$ cat src/rtl/pipe_stall_ctrl_pkg.sv
// Shared encodings for the pipeline stall/flush controller: stall vectors,
// hold-bit sense and flush sequencer state codes.
package pipe_stall_ctrl_pkg;

  localparam logic STOP    = 1'b1;
  localparam logic NO_STOP = 1'b0;

  // bit0 pc, bit1 if, bit2 id, bit3 ex, bit4 mem, bit5 wb
  localparam logic [5:0] STALL_NONE = 6'b000000;
  localparam logic [5:0] STALL_IF   = 6'b000011;
  localparam logic [5:0] STALL_ID   = 6'b000111;
  localparam logic [5:0] STALL_EX   = 6'b001111;
  localparam logic [5:0] STALL_MEM  = 6'b011111;

  typedef enum logic [1:0] {
    ST_IDLE  = 2'd0,
    ST_PEND  = 2'd1,
    ST_FLUSH = 2'd2
  } flush_state_t;

  // Deepest requesting stage wins: it must also freeze everything upstream.
  function automatic logic [5:0] stall_encode(input logic req_if, input logic req_id,
                                              input logic req_ex, input logic req_mem);
    if (req_mem)     return STALL_MEM;
    else if (req_ex) return STALL_EX;
    else if (req_id) return STALL_ID;
    else if (req_if) return STALL_IF;
    else             return STALL_NONE;
  endfunction

endpackage

$ cat src/rtl/pipe_stall_ctrl_if.sv
// Stall/flush bundle between the pipeline stages (master) and the controller (slave).
interface pipe_stall_ctrl_if #(
  parameter int CNT_W = 32
);
  logic             stallreq_if;
  logic             stallreq_id;
  logic             stallreq_ex;
  logic             stallreq_mem;
  logic             flush_req;
  logic [31:0]      flush_pc;
  logic [5:0]       stall;
  logic             flush;
  logic [31:0]      new_pc;
  logic [CNT_W-1:0] stall_cycles;
  logic             stall_timeout;

  modport master (
    output stallreq_if, stallreq_id, stallreq_ex, stallreq_mem, flush_req, flush_pc,
    input  stall, flush, new_pc, stall_cycles, stall_timeout
  );

  modport slave (
    input  stallreq_if, stallreq_id, stallreq_ex, stallreq_mem, flush_req, flush_pc,
    output stall, flush, new_pc, stall_cycles, stall_timeout
  );
endinterface

$ cat src/rtl/pipe_stall_ctrl_watchdog.sv
// Stall debug counters: saturating total stall-cycle count and a sticky
// timeout once the pc stage has been held MAX_STALL consecutive cycles.
module pipe_stall_ctrl_watchdog
  import pipe_stall_ctrl_pkg::*;
#(
  parameter int MAX_STALL = 1024,
  parameter int CNT_W     = 32
) (
  input  logic             clk,
  input  logic             rst,
  input  logic             stall_pc,
  input  logic             flush,
  output logic [CNT_W-1:0] stall_cycles,
  output logic             stall_timeout
);

  localparam int            CW    = $clog2(MAX_STALL + 1);
  localparam logic [CW-1:0] MAX_C = CW'(MAX_STALL);

  logic [CW-1:0]    consec_reg, consec_next;
  logic [CNT_W-1:0] cycles_reg, cycles_next;
  logic             timeout_reg, timeout_next;

  always_comb begin
    consec_next  = consec_reg;
    cycles_next  = cycles_reg;
    timeout_next = timeout_reg;
    if (stall_pc != STOP || flush)
      consec_next = '0;
    else if (consec_reg != MAX_C)
      consec_next = consec_reg + 1'b1;
    if (stall_pc == STOP && cycles_reg != '1)
      cycles_next = cycles_reg + 1'b1;
    if (consec_next == MAX_C)
      timeout_next = 1'b1;
  end

  always_ff @(posedge clk or negedge rst) begin
    if (!rst) begin
      consec_reg  <= '0;
      cycles_reg  <= '0;
      timeout_reg <= 1'b0;
    end else begin
      consec_reg  <= consec_next;
      cycles_reg  <= cycles_next;
      timeout_reg <= timeout_next;
    end
  end

  assign stall_cycles  = cycles_reg;
  assign stall_timeout = timeout_reg;

endmodule

$ cat src/rtl/pipe_stall_ctrl.sv
// Pipeline controller: merges stage stall requests into the hold vector and
// sequences exception flushes, deferring them while mem waits on the bus.
module pipe_stall_ctrl
  import pipe_stall_ctrl_pkg::*;
#(
  parameter int MAX_STALL = 1024,
  parameter int CNT_W     = 32
) (
  input  logic               clk,
  input  logic               rst,
  pipe_stall_ctrl_if.slave   bus
);

  flush_state_t state_reg, state_next;
  logic [31:0]  cap_pc_reg, cap_pc_next;
  logic [31:0]  new_pc_reg, new_pc_next;
  logic         flush_reg, flush_next;

  always_comb begin
    state_next  = state_reg;
    cap_pc_next = cap_pc_reg;
    new_pc_next = new_pc_reg;
    flush_next  = 1'b0;
    case (state_reg)
      ST_IDLE: begin
        if (bus.flush_req) begin
          cap_pc_next = bus.flush_pc;
          if (!bus.stallreq_mem) begin
            state_next  = ST_FLUSH;
            flush_next  = 1'b1;
            new_pc_next = bus.flush_pc;
          end else begin
            state_next = ST_PEND;
          end
        end
      end
      // Later flush requests are dropped here: the first exception wins.
      ST_PEND: begin
        if (!bus.stallreq_mem) begin
          state_next  = ST_FLUSH;
          flush_next  = 1'b1;
          new_pc_next = cap_pc_reg;
        end
      end
      ST_FLUSH: state_next = ST_IDLE;
      default:  state_next = ST_IDLE;
    endcase
  end

  always_ff @(posedge clk or negedge rst) begin
    if (!rst) begin
      state_reg  <= ST_IDLE;
      cap_pc_reg <= '0;
      new_pc_reg <= '0;
      flush_reg  <= 1'b0;
    end else begin
      state_reg  <= state_next;
      cap_pc_reg <= cap_pc_next;
      new_pc_reg <= new_pc_next;
      flush_reg  <= flush_next;
    end
  end

  // A flush wipes every pipeline register, so holding any stage is meaningless.
  assign bus.stall  = flush_reg ? {6{NO_STOP}}
                                : stall_encode(bus.stallreq_if, bus.stallreq_id,
                                               bus.stallreq_ex, bus.stallreq_mem);
  assign bus.flush  = flush_reg;
  assign bus.new_pc = new_pc_reg;

  pipe_stall_ctrl_watchdog #(
    .MAX_STALL (MAX_STALL),
    .CNT_W     (CNT_W)
  ) u_watchdog (
    .clk           (clk),
    .rst           (rst),
    .stall_pc      (bus.stall[0]),
    .flush         (flush_reg),
    .stall_cycles  (bus.stall_cycles),
    .stall_timeout (bus.stall_timeout)
  );

endmodule

$ cat src/flat_wrapper.sv
// flat-port wrapper written by rule: the top's interface ports become plain ports
module pipe_stall_ctrl_flat import pipe_stall_ctrl_pkg::*;
#(
  parameter int MAX_STALL = 1024,
  parameter int CNT_W     = 32
)
  (clk, rst, bus_stallreq_if, bus_stallreq_id, bus_stallreq_ex, bus_stallreq_mem, bus_flush_req, bus_flush_pc, bus_stall, bus_flush, bus_new_pc, bus_stall_cycles, bus_stall_timeout);
  pipe_stall_ctrl_if #(.CNT_W(CNT_W)) bus_i ();
  input  logic clk;
  input  logic rst;
  input wire logic [$bits(bus_i.stallreq_if)-1:0] bus_stallreq_if;
  input wire logic [$bits(bus_i.stallreq_id)-1:0] bus_stallreq_id;
  input wire logic [$bits(bus_i.stallreq_ex)-1:0] bus_stallreq_ex;
  input wire logic [$bits(bus_i.stallreq_mem)-1:0] bus_stallreq_mem;
  input wire logic [$bits(bus_i.flush_req)-1:0] bus_flush_req;
  input wire logic [$bits(bus_i.flush_pc)-1:0] bus_flush_pc;
  output wire logic [$bits(bus_i.stall)-1:0] bus_stall;
  output wire logic [$bits(bus_i.flush)-1:0] bus_flush;
  output wire logic [$bits(bus_i.new_pc)-1:0] bus_new_pc;
  output wire logic [$bits(bus_i.stall_cycles)-1:0] bus_stall_cycles;
  output wire logic [$bits(bus_i.stall_timeout)-1:0] bus_stall_timeout;
  assign bus_i.stallreq_if = bus_stallreq_if;
  assign bus_i.stallreq_id = bus_stallreq_id;
  assign bus_i.stallreq_ex = bus_stallreq_ex;
  assign bus_i.stallreq_mem = bus_stallreq_mem;
  assign bus_i.flush_req = bus_flush_req;
  assign bus_i.flush_pc = bus_flush_pc;
  assign bus_stall = bus_i.stall;
  assign bus_flush = bus_i.flush;
  assign bus_new_pc = bus_i.new_pc;
  assign bus_stall_cycles = bus_i.stall_cycles;
  assign bus_stall_timeout = bus_i.stall_timeout;
  pipe_stall_ctrl #(.MAX_STALL(MAX_STALL), .CNT_W(CNT_W)) u_core (.clk(clk), .rst(rst), .bus(bus_i));
endmodule
$ cat config.mk
export PLATFORM = sky130hd
export DESIGN_NAME = pipe_stall_ctrl_flat
export DESIGN_NICKNAME = d
export VERILOG_FILES = /design/src/rtl/pipe_stall_ctrl_pkg.sv /design/src/rtl/pipe_stall_ctrl_if.sv /design/src/rtl/pipe_stall_ctrl_watchdog.sv /design/src/rtl/pipe_stall_ctrl.sv /design/src/flat_wrapper.sv
export SDC_FILE = /design/constraint.sdc
export NUM_CORES = 1
export LEC_CHECK = 0
export BUFFER_PORTS_ARGS = -buffer_cell sky130_fd_sc_hd__buf_2
export CORE_AREA = 2 2 127 129
export CTS_BUF_LIST = sky130_fd_sc_hd__clkbuf_16
export CTS_CLUSTER_SIZE = 14
export DETAILED_ROUTE_END_ITERATION = 6
export DIE_AREA = 0 0 129 131
export PLACE_DENSITY = 0.61
export SETUP_SLACK_MARGIN = 0.05
export SLEW_MARGIN = 20
export SYNTH_ARGS = -nofsm -noshare
export SYNTH_HDL_FRONTEND = slang
export SYNTH_HIERARCHICAL = 1
export SYNTH_SLANG_ARGS = --single-unit
$ cat constraint.sdc
create_clock -name clk -period 2.2 [get_ports clk]
set_input_delay 0.66 -clock clk [delete_from_list [all_inputs] [get_ports clk]]
set_output_delay 0.66 -clock clk [all_outputs]
set_load 0.03 [all_outputs]
---- Word-level counts from Yosys, hierarchy flattened ----
Cells that the tools add are included.
cells by class
  reductions and logical operators ........ 7
  bitwise logic cells ..................... 1
  equal/unequal tests ..................... 7
  add/sub/neg operators ................... 2
  mux-type cells .......................... 18
operator list
  operator                                                         count
  32-bit 2-to-1 mux                                                3
  32-bit one-hot mux with 2 select lines                           1
  32-bit by 1-bit adder with 32-bit output, second input constant  1
  32-bit != test, second input constant                            1
  6-bit 2-to-1 mux                                                 4
  11-bit 2-to-1 mux                                                2
  11-bit by 1-bit adder with 11-bit output, second input constant  1
  11-bit == test, second input constant                            1
  11-bit != test, second input constant                            1
  2-bit 2-to-1 mux                                                 4
  2-bit != test, second input constant                             3
  2-bit one-hot mux with 2 select lines                            1
  2-bit AND reduction                                              2
  4-bit AND reduction                                              1
  2-bit by 1-bit == test with 1-bit output, second input constant  1
  2-bit zero test                                                  1
  1-bit 2-to-1 mux                                                 2
  1-bit one-hot mux with 2 select lines                            1
  2-bit nonzero test                                               1
  1-bit logical AND                                                1
  1-bit logical OR                                                 1
  1-bit NOT                                                        1
storage, ports and cells
  input bits .............................. 39
  output and inout port bits .............. 72
  logic and storage cells ................. 42
  flip-flop bits (word level) ............. 111

---- Depth between registers and ports, before layout ----
Gate-level depths: netlist of the first run.
  depth after elaboration ................. 9
  mapped depth ............................ 7
  depth with buffers taken out ............ 7

---- Modules after synthesis ----
Netlist of the first run, hierarchy kept.
modules (own cells, without submodules)
  module                    sequential area each (µm²)  cells an instance  area an instance (µm²)  instances
  pipe_stall_ctrl           1,676.6                     188                2,955.3                 1
  pipe_stall_ctrl_watchdog  1,101.1                     222                2,252.2                 1

---- Worst setup path before layout of the first run ----
OpenSTA, ideal clock, no wires.
  path type ............................... input to register
  start ................................... in bus_stallreq_mem
  end ..................................... reg u_core.u_watchdog.cycles_reg[23], in the netlist u_core/u_watchdog/stall_cycles[23]
  data required time ...................... 2,119 ps
  library setup time ...................... 81 ps
  path slack .............................. -181 ps
  arrival ................................. 2,300 ps
  buffers on the path ..................... 0
  stages .................................. 6
  cells stage by stage .................... nor2_1 -> a21oi_1 -> and2_1 -> nand4_1 -> nor3b_1 -> xor2_1
on the way
  cells in the longest elaborated chain, start to end .. 3
ends and longest elaborated chain
  item                  RTL line                        RTL
  from (decl)           flat_wrapper.sv:14              input wire logic [$bits(bus_i.stallreq_mem)-1:0] bus_stallreq_mem;
  6-bit 2-to-1 mux      pipe_stall_ctrl_pkg.sv:24       if (req_mem) return STALL_MEM;
  6-bit 2-to-1 mux      pipe_stall_ctrl.sv:65           assign bus.stall = flush_reg ? {6{NO_STOP}}
  net bus_stall[0]      flat_wrapper.sv:17              output wire logic [$bits(bus_i.stall)-1:0] bus_stall;
  1-bit logical AND     pipe_stall_ctrl_watchdog.sv:32  if (stall_pc == STOP && cycles_reg != '1)
  to (signal assigned)  pipe_stall_ctrl_watchdog.sv:45  cycles_reg <= cycles_next;
  to (decl)             pipe_stall_ctrl_watchdog.sv:21  logic [CNT_W-1:0] cycles_reg, cycles_next;
The timed path passes the listed nets, and every way through them passes these cells.
A chain may end at the register's enable or synchronous reset.

---- Worst setup path after layout of the first run ----
  start ................................... reg u_core.u_watchdog.cycles_reg[8], in the netlist u_core/u_watchdog/stall_cycles[8]
  end ..................................... reg u_core.u_watchdog.cycles_reg[1], in the netlist u_core/u_watchdog/stall_cycles[1]
on the way
  cells in the longest elaborated chain, start to end .. 2
ends and longest elaborated chain
  item               RTL line
  32-bit != test     pipe_stall_ctrl_watchdog.sv:32
  1-bit logical AND  pipe_stall_ctrl_watchdog.sv:32
Every way passes these cells.

==> flow_summary.ini, run 1 <==
[outcome]
status = complete, no violations

[worst_setup_path]
crit_path_end_kind = flop
critPathMaxFanout = 7
path_cells = and4_1, nand3_1, or4_4, nand2_4, mux2_4
cp-start-kind = flop
cp_slowest_cell = or4_4
path_class = reg2reg
max_stage_delay_ps = 630
rrSetupSlack_ps = 110
r2r_cells = 5
path_buf_inv = 0
path_delay_family = simple AND/OR/NAND/NOR gates
reg2reg_from = u_core/u_watchdog/stall_cycles[8]
worstPathRequired_ps = 2440
cp.arrival_ps = 2330
r2r-end = u_core/u_watchdog/stall_cycles[1]

[sta]
worst_pin_slew_ps = 561.3
fmax_mhz = 478.1
final.period_utilization_pct = 95.08
hold_violations = 0
setup_slack_ps = 108.2
rsz0062_at_grt = false
final-setup-viol-count = 0
fin_crit_ps = 2092
slew_viol_final = 0
skew_ps = 11.05
slew_headroom_pct = 62.55

[yosys]
synthFlopType = dfrtp_1
syn-instance-count = 410
synth_async_sr_flop_share_pct = 100.0
yosysWarnings = 6
synth.cell_area_mm2 = 0.005207
synth_edf_count = 0
syn_nets = 452
ys_ff_latch = 111
avgSynthCellArea_um2 = 12.70
yosysSeqAreaShare_pct = 53.34
yosysUniqueCellTypes = 42

[cts]
cts_made_buffers = 9
clock-sinks = 111
clk_latency_ps = 350
path_clk_slew_ps = 80
hold_buffers = 0
cts_resized = 0
cts-root-buf = clkbuf_16
cts_tree = built
htreeDepth = 3
cts_buffer_depth = 2
postCtsSetupBuffers = 0

[die]
initial_core_util_pct = 33.39
die-width_um = 129
io_pins = 111
core_mm2 = 0.01560
rows = 46
die-area_mm2 = 0.01690
die_h_um = 131

[drt]
wl_um = 11380
dr.pass1.iters = 4
viasPerCell = 4.736
num_vias = 3585
routedWlPerCell_um = 15.04
drtIter0Drc = 137
drtAntennaViolNets = 0
drc_errors = 0

[cells_and_area]
drive_above_1_share_pct = 47.78
post-route-util_pct = 41.70
area_growth_pct = 24.89
fin_nets = 577
finalNonFillerCells = 757

[worst_hold_path]
hp-class = in2async

[power]
swShare_pct = 31.82
comb_power_share_pct = 26.3
peakVddDrop_v = 0.0003638
p_sw_mw = 1.968
pwr-share-seq_pct = 43.0
p_leak_nw = 3.053
cellPowerDensity_mw_per_mm2 = 950.8
p_clk_share_pct = 30.8
p_int_mw = 4.216

[grt]
grt_pass1_wl_um = 18690
grt_pass1_vias = 3675
grt_max_degree = 47
track_usage_pct = 14.07
antenna_found_initial = 2
grt_overflow = 0

[place]
post-place-ws_ps = -30.63
io_buffers = 109
dp_hpwl_um = 8226
finalWeightedCongestion = 0.8331
placed_cells = 740

[flow_run]
maxCapViolations = 0
synthesized netlist by cell type, types with 4 or more instances:
library cell,instances,area share (%)
a21oi_1,4,0.38
and3_1,6,0.72
and4_1,6,1.0
buf_2,4,0.38
buf_6,8,1.7
dfrtp_1,111,53
inv_1,7,0.50
mux2_2,94,20
nand2_1,15,1.1
nand3_1,11,1.1
nand4_1,14,1.7
nor2_1,30,2.2
nor2b_1,4,0.48
nor3_1,15,1.4
nor4_1,4,0.48
xnor2_1,16,2.7
xor2_1,26,4.4
stage by stage:
stage	power, mW	instance area (µm²)	hold slack (ps)	setup TNS (ps)
detailed placement	4.351	6147	453.2	-50.75
CTS	6.287	6501	263.9	0
floorplan	3.780	5238	364.4	0
finish	6.184	6504	254.8	0
global route	6.532	6504	272.6	0
global placement	4.279	6147	448.1	0
power by group through the flow:
stage                     registers, mW  logic [mW]  clock network, mW
after global routing               2.72        1.76               2.06
after floorplan                    3.13       0.652                  0
final                              2.66        1.62               1.90
after detailed placement           2.70        1.65                  0
after CTS                          2.66        1.65               1.97
after global placement             2.67        1.61                  0
kinds of logic after synthesis:
logic type	after synthesis	share of synthesized area, %
muxes	97	20.98
adders and majority gates	3	0.7209
other	1	0.07201
AOI/OAI and AO/OA	10	1.346
xor gates and xnor gates	42	7.064
and+or+nand+nor	122	13.36
DFF	111	53.34
buffers and inverters	24	3.124
how the worst max path moves through the flow:
stage,startpoint,end,slack (ps),cells past startpoint
after floorplan,u_core/u_watchdog/stall_cycles[0],u_core/u_watchdog/stall_cycles[1],60,7
after global placement,bus_stallreq_mem,u_core/u_watchdog/stall_cycles[23],20,7
after detailed placement,bus_stallreq_mem,u_core/u_watchdog/stall_cycles[23],-30,7
after CTS,u_core/u_watchdog/stall_cycles[1],u_core/u_watchdog/stall_cycles[1],120,6
after global routing,u_core/u_watchdog/stall_cycles[1],u_core/u_watchdog/stall_cycles[1],60,6
final,u_core/u_watchdog/stall_cycles[8],u_core/u_watchdog/stall_cycles[1],110,5
placed cells by master, fill, tap and decap left out, types with 2 or more instances in the layout:
master and count:
dfrtp_2 4, nand3_1 11, nor2_1 30, inv_1 7, nand2_1 15, buf_2 108
xor2_1 26, nor4_1 4, and4_1 6, mux2_2 94, mux2_1 2, buf_4 18
nor3b_1 3, buf_12 5, a21oi_1 3, o41ai_1 2, nor3_1 15, nand4_1 14
bufinv_16 3, and3_1 6, xnor2_1 16, inv_6 2, dfrtp_1 107, clkbuf_16 9
ha_1 2, nor2b_1 4
layout make-up:
type | count | area, µm²
inverters | 7 | 26.28
repair buffers | 131 | 775.7
clock buffers | 9 | 225.2
multi-input cells | 275 | 2292
fillers | 1501 | 9094
diodes | 1 | 2.502
well taps | 216 | 270.3
flip-flops and latches | 111 | 2783
clock inverters | 7 | 128.9
layer usage:
| metal | GRT usage (%) | share of wire (%) | wire, µm | vias to the layer above |
|---|---|---|---|---|
| li1 | - | - | - | 1707 |
| met4 | 5.435 | 1.9 | 219 | 2 |
| met3 | 3.135 | 4.2 | 481 | 19 |
| met1 | 17.47 | 44 | 5060 | 1762 |
| met5 | 0 | 0.11 | 13 | - |
| met2 | 24.03 | 49 | 5609 | 95 |
(Power assumes the default switching activity.)
==> run 2, diff against run 1 <==
PLACE_DENSITY = 0.59   (was 0.61)
clock period = 2.05 ns   (was 2.2 ns; I/O delays follow)
==> run 2 against run 1 <==
Cell count up 0.66%. Critical path depth unchanged. Die area unchanged. Setup slack worse by 6.5 ps. Largest power group unchanged. Critical endpoint is now bus_stall[1].
==> flow_summary.ini, run 2 (same netlist as run 1, synthesis figures left out) <==
[drt]
drtIter0Drc = 152
wl_um = 11550
drc_errors = 0
dr.pass1.iters = 4
drtAntennaViolNets = 0
viasPerCell = 4.791
routedWlPerCell_um = 15.15
num_vias = 3651

[die]
die-width_um = 129
rows = 46
die_h_um = 131
die-area_mm2 = 0.01690
io_pins = 111
initial_core_util_pct = 33.39
core_mm2 = 0.01560

[cells_and_area]
drive_above_1_share_pct = 52.20
diodes = 0
layout_commonest_cell = buf_2
layout_common_cells = 108 x buf_2, 94 x mux2_2, 88 x dfrtp_1
finalNonFillerCells = 762
fill_cells = 1504
area_growth_pct = 25.16
fin_nets = 583

[grt]
grt_max_degree = 51
grt_overflow = 0
track_usage_pct = 14.01
grt_pass1_vias = 3751
antenna_found_initial = 0
grt_pass1_wl_um = 18430

[worst_hold_path]
hp-class = in2async

[cts]
path_clk_slew_ps = 70
clk_latency_ps = 360
cts-root-buf = clkbuf_16
cts_made_buffers = 9
cts_tree = built
cts_buffer_depth = 2
clock-sinks = 111
htreeDepth = 3
hold_buffers = 0

[sta]
fin_crit_ps = 1948
slew_viol_final = 0
skew_ps = 10.96
setup_slack_ps = 101.7
rsz0062_at_grt = false
final-setup-viol-count = 0
fmax_mhz = 513.3
hold_ws_ps = 173.7
hold_violations = 0
timing.setup.tns_ps = 0
final.period_utilization_pct = 95.04

[place]
dp_hpwl_um = 8438
post-place-ws_ps = -15.89
placed_cells = 746
finalWeightedCongestion = 0.8323
io_buffers = 109

[worst_setup_path]
path_class = in2out
critPathMaxFanout = 3
crit_path_end_kind = output pin
worstPathRequired_ps = 1430
cp.arrival_ps = 1330
cp-start-kind = primary input

[power]
p_leak_nw = 3.022
peakVddDrop_v = 0.0003795
cellPowerDensity_mw_per_mm2 = 968.1

[outcome]
status = complete, no violations

[flow_run]
maxCapViolations = 0
-- run 2: cell count changes in the layout (fill, tap and decap cells not counted), sizes merged --
| cell | change |
|---|---|
| diode | -1 |
| buf | +6 |
| clkinvlp | +1 |
| bufinv | -2 |
| inv | +1 |
-- run 2: layer usage --
metal | share of wire, % | vias up | GRT usage, %
met2 | 49 | 96 | 24.25
met3 | 4.5 | 20 | 3.542
met5 | 0 | - | 0
met1 | 43 | 1822 | 16.32
li1 | - | 1713 | -
met4 | 2.9 | 0 | 6.777
-- run 2: power breakdown --
group	internal, mW	total, mW	switching (mW)
clock network	0.942	1.73	0.789
registers	2.59	2.89	0.302
logic	0.707	1.69	0.984
-- run 2: repair_timing --
action                                  in CTS  in global routing
pin swaps                                    0                  1
buffers inserted                             0                  0
resized for setup                            1                  4
endpoints found under the setup margin       2                  1
-- run 2: through the flow --
step / total power [mW] / cell area [µm²] / util [%]
global placement: 4.568 / 6202 / 39.76
global route: 6.646 / 6518 / 41.79
CTS: 6.416 / 6495 / 41.64
detailed placement: 4.645 / 6202 / 39.76
finish: 6.310 / 6518 / 41.79
floorplan: 4.068 / 5273 / -
-- run 2: worst paths after layout --
path | from | to | slack [ps] | depth (start not counted)
max reg2reg | u_core/u_watchdog/stall_cycles[0] | u_core/u_watchdog/stall_cycles[11] | 130 | 7
min reg2reg | u_core/u_watchdog/stall_timeout | u_core/u_watchdog/stall_timeout | 480 | 2
max | bus_stallreq_mem | bus_stall[1] | 100 | 5
min | rst | u_core/bus.new_pc[25] | 170 | 1
max in group asynchronous | rst | u_core/cap_pc_reg[3] | 1260 | 2
min in group clk | u_core/u_watchdog/stall_timeout | u_core/u_watchdog/stall_timeout | 480 | 2
-- run 2: worst max-delay path, stage by stage --
cell	delay, ps
buf_2	130
nor2_2	200
a21oi_4	90
buf_4	130
buf_2	170
-- run 2: area by class of cell --
cell class / instances / area [µm²] / area share [%]
Sequential cell: 111 / 2806 / 43.06
Multi-Input combinational cell: 275 / 2328 / 35.73
Timing Repair Buffer: 137 / 795.8 / 12.21
Tap cell: 216 / 270.3 / 4.147
Clock buffer: 9 / 225.2 / 3.456
Clock inverter: 7 / 65.06 / 0.9983
Inverter: 7 / 26.28 / 0.4031
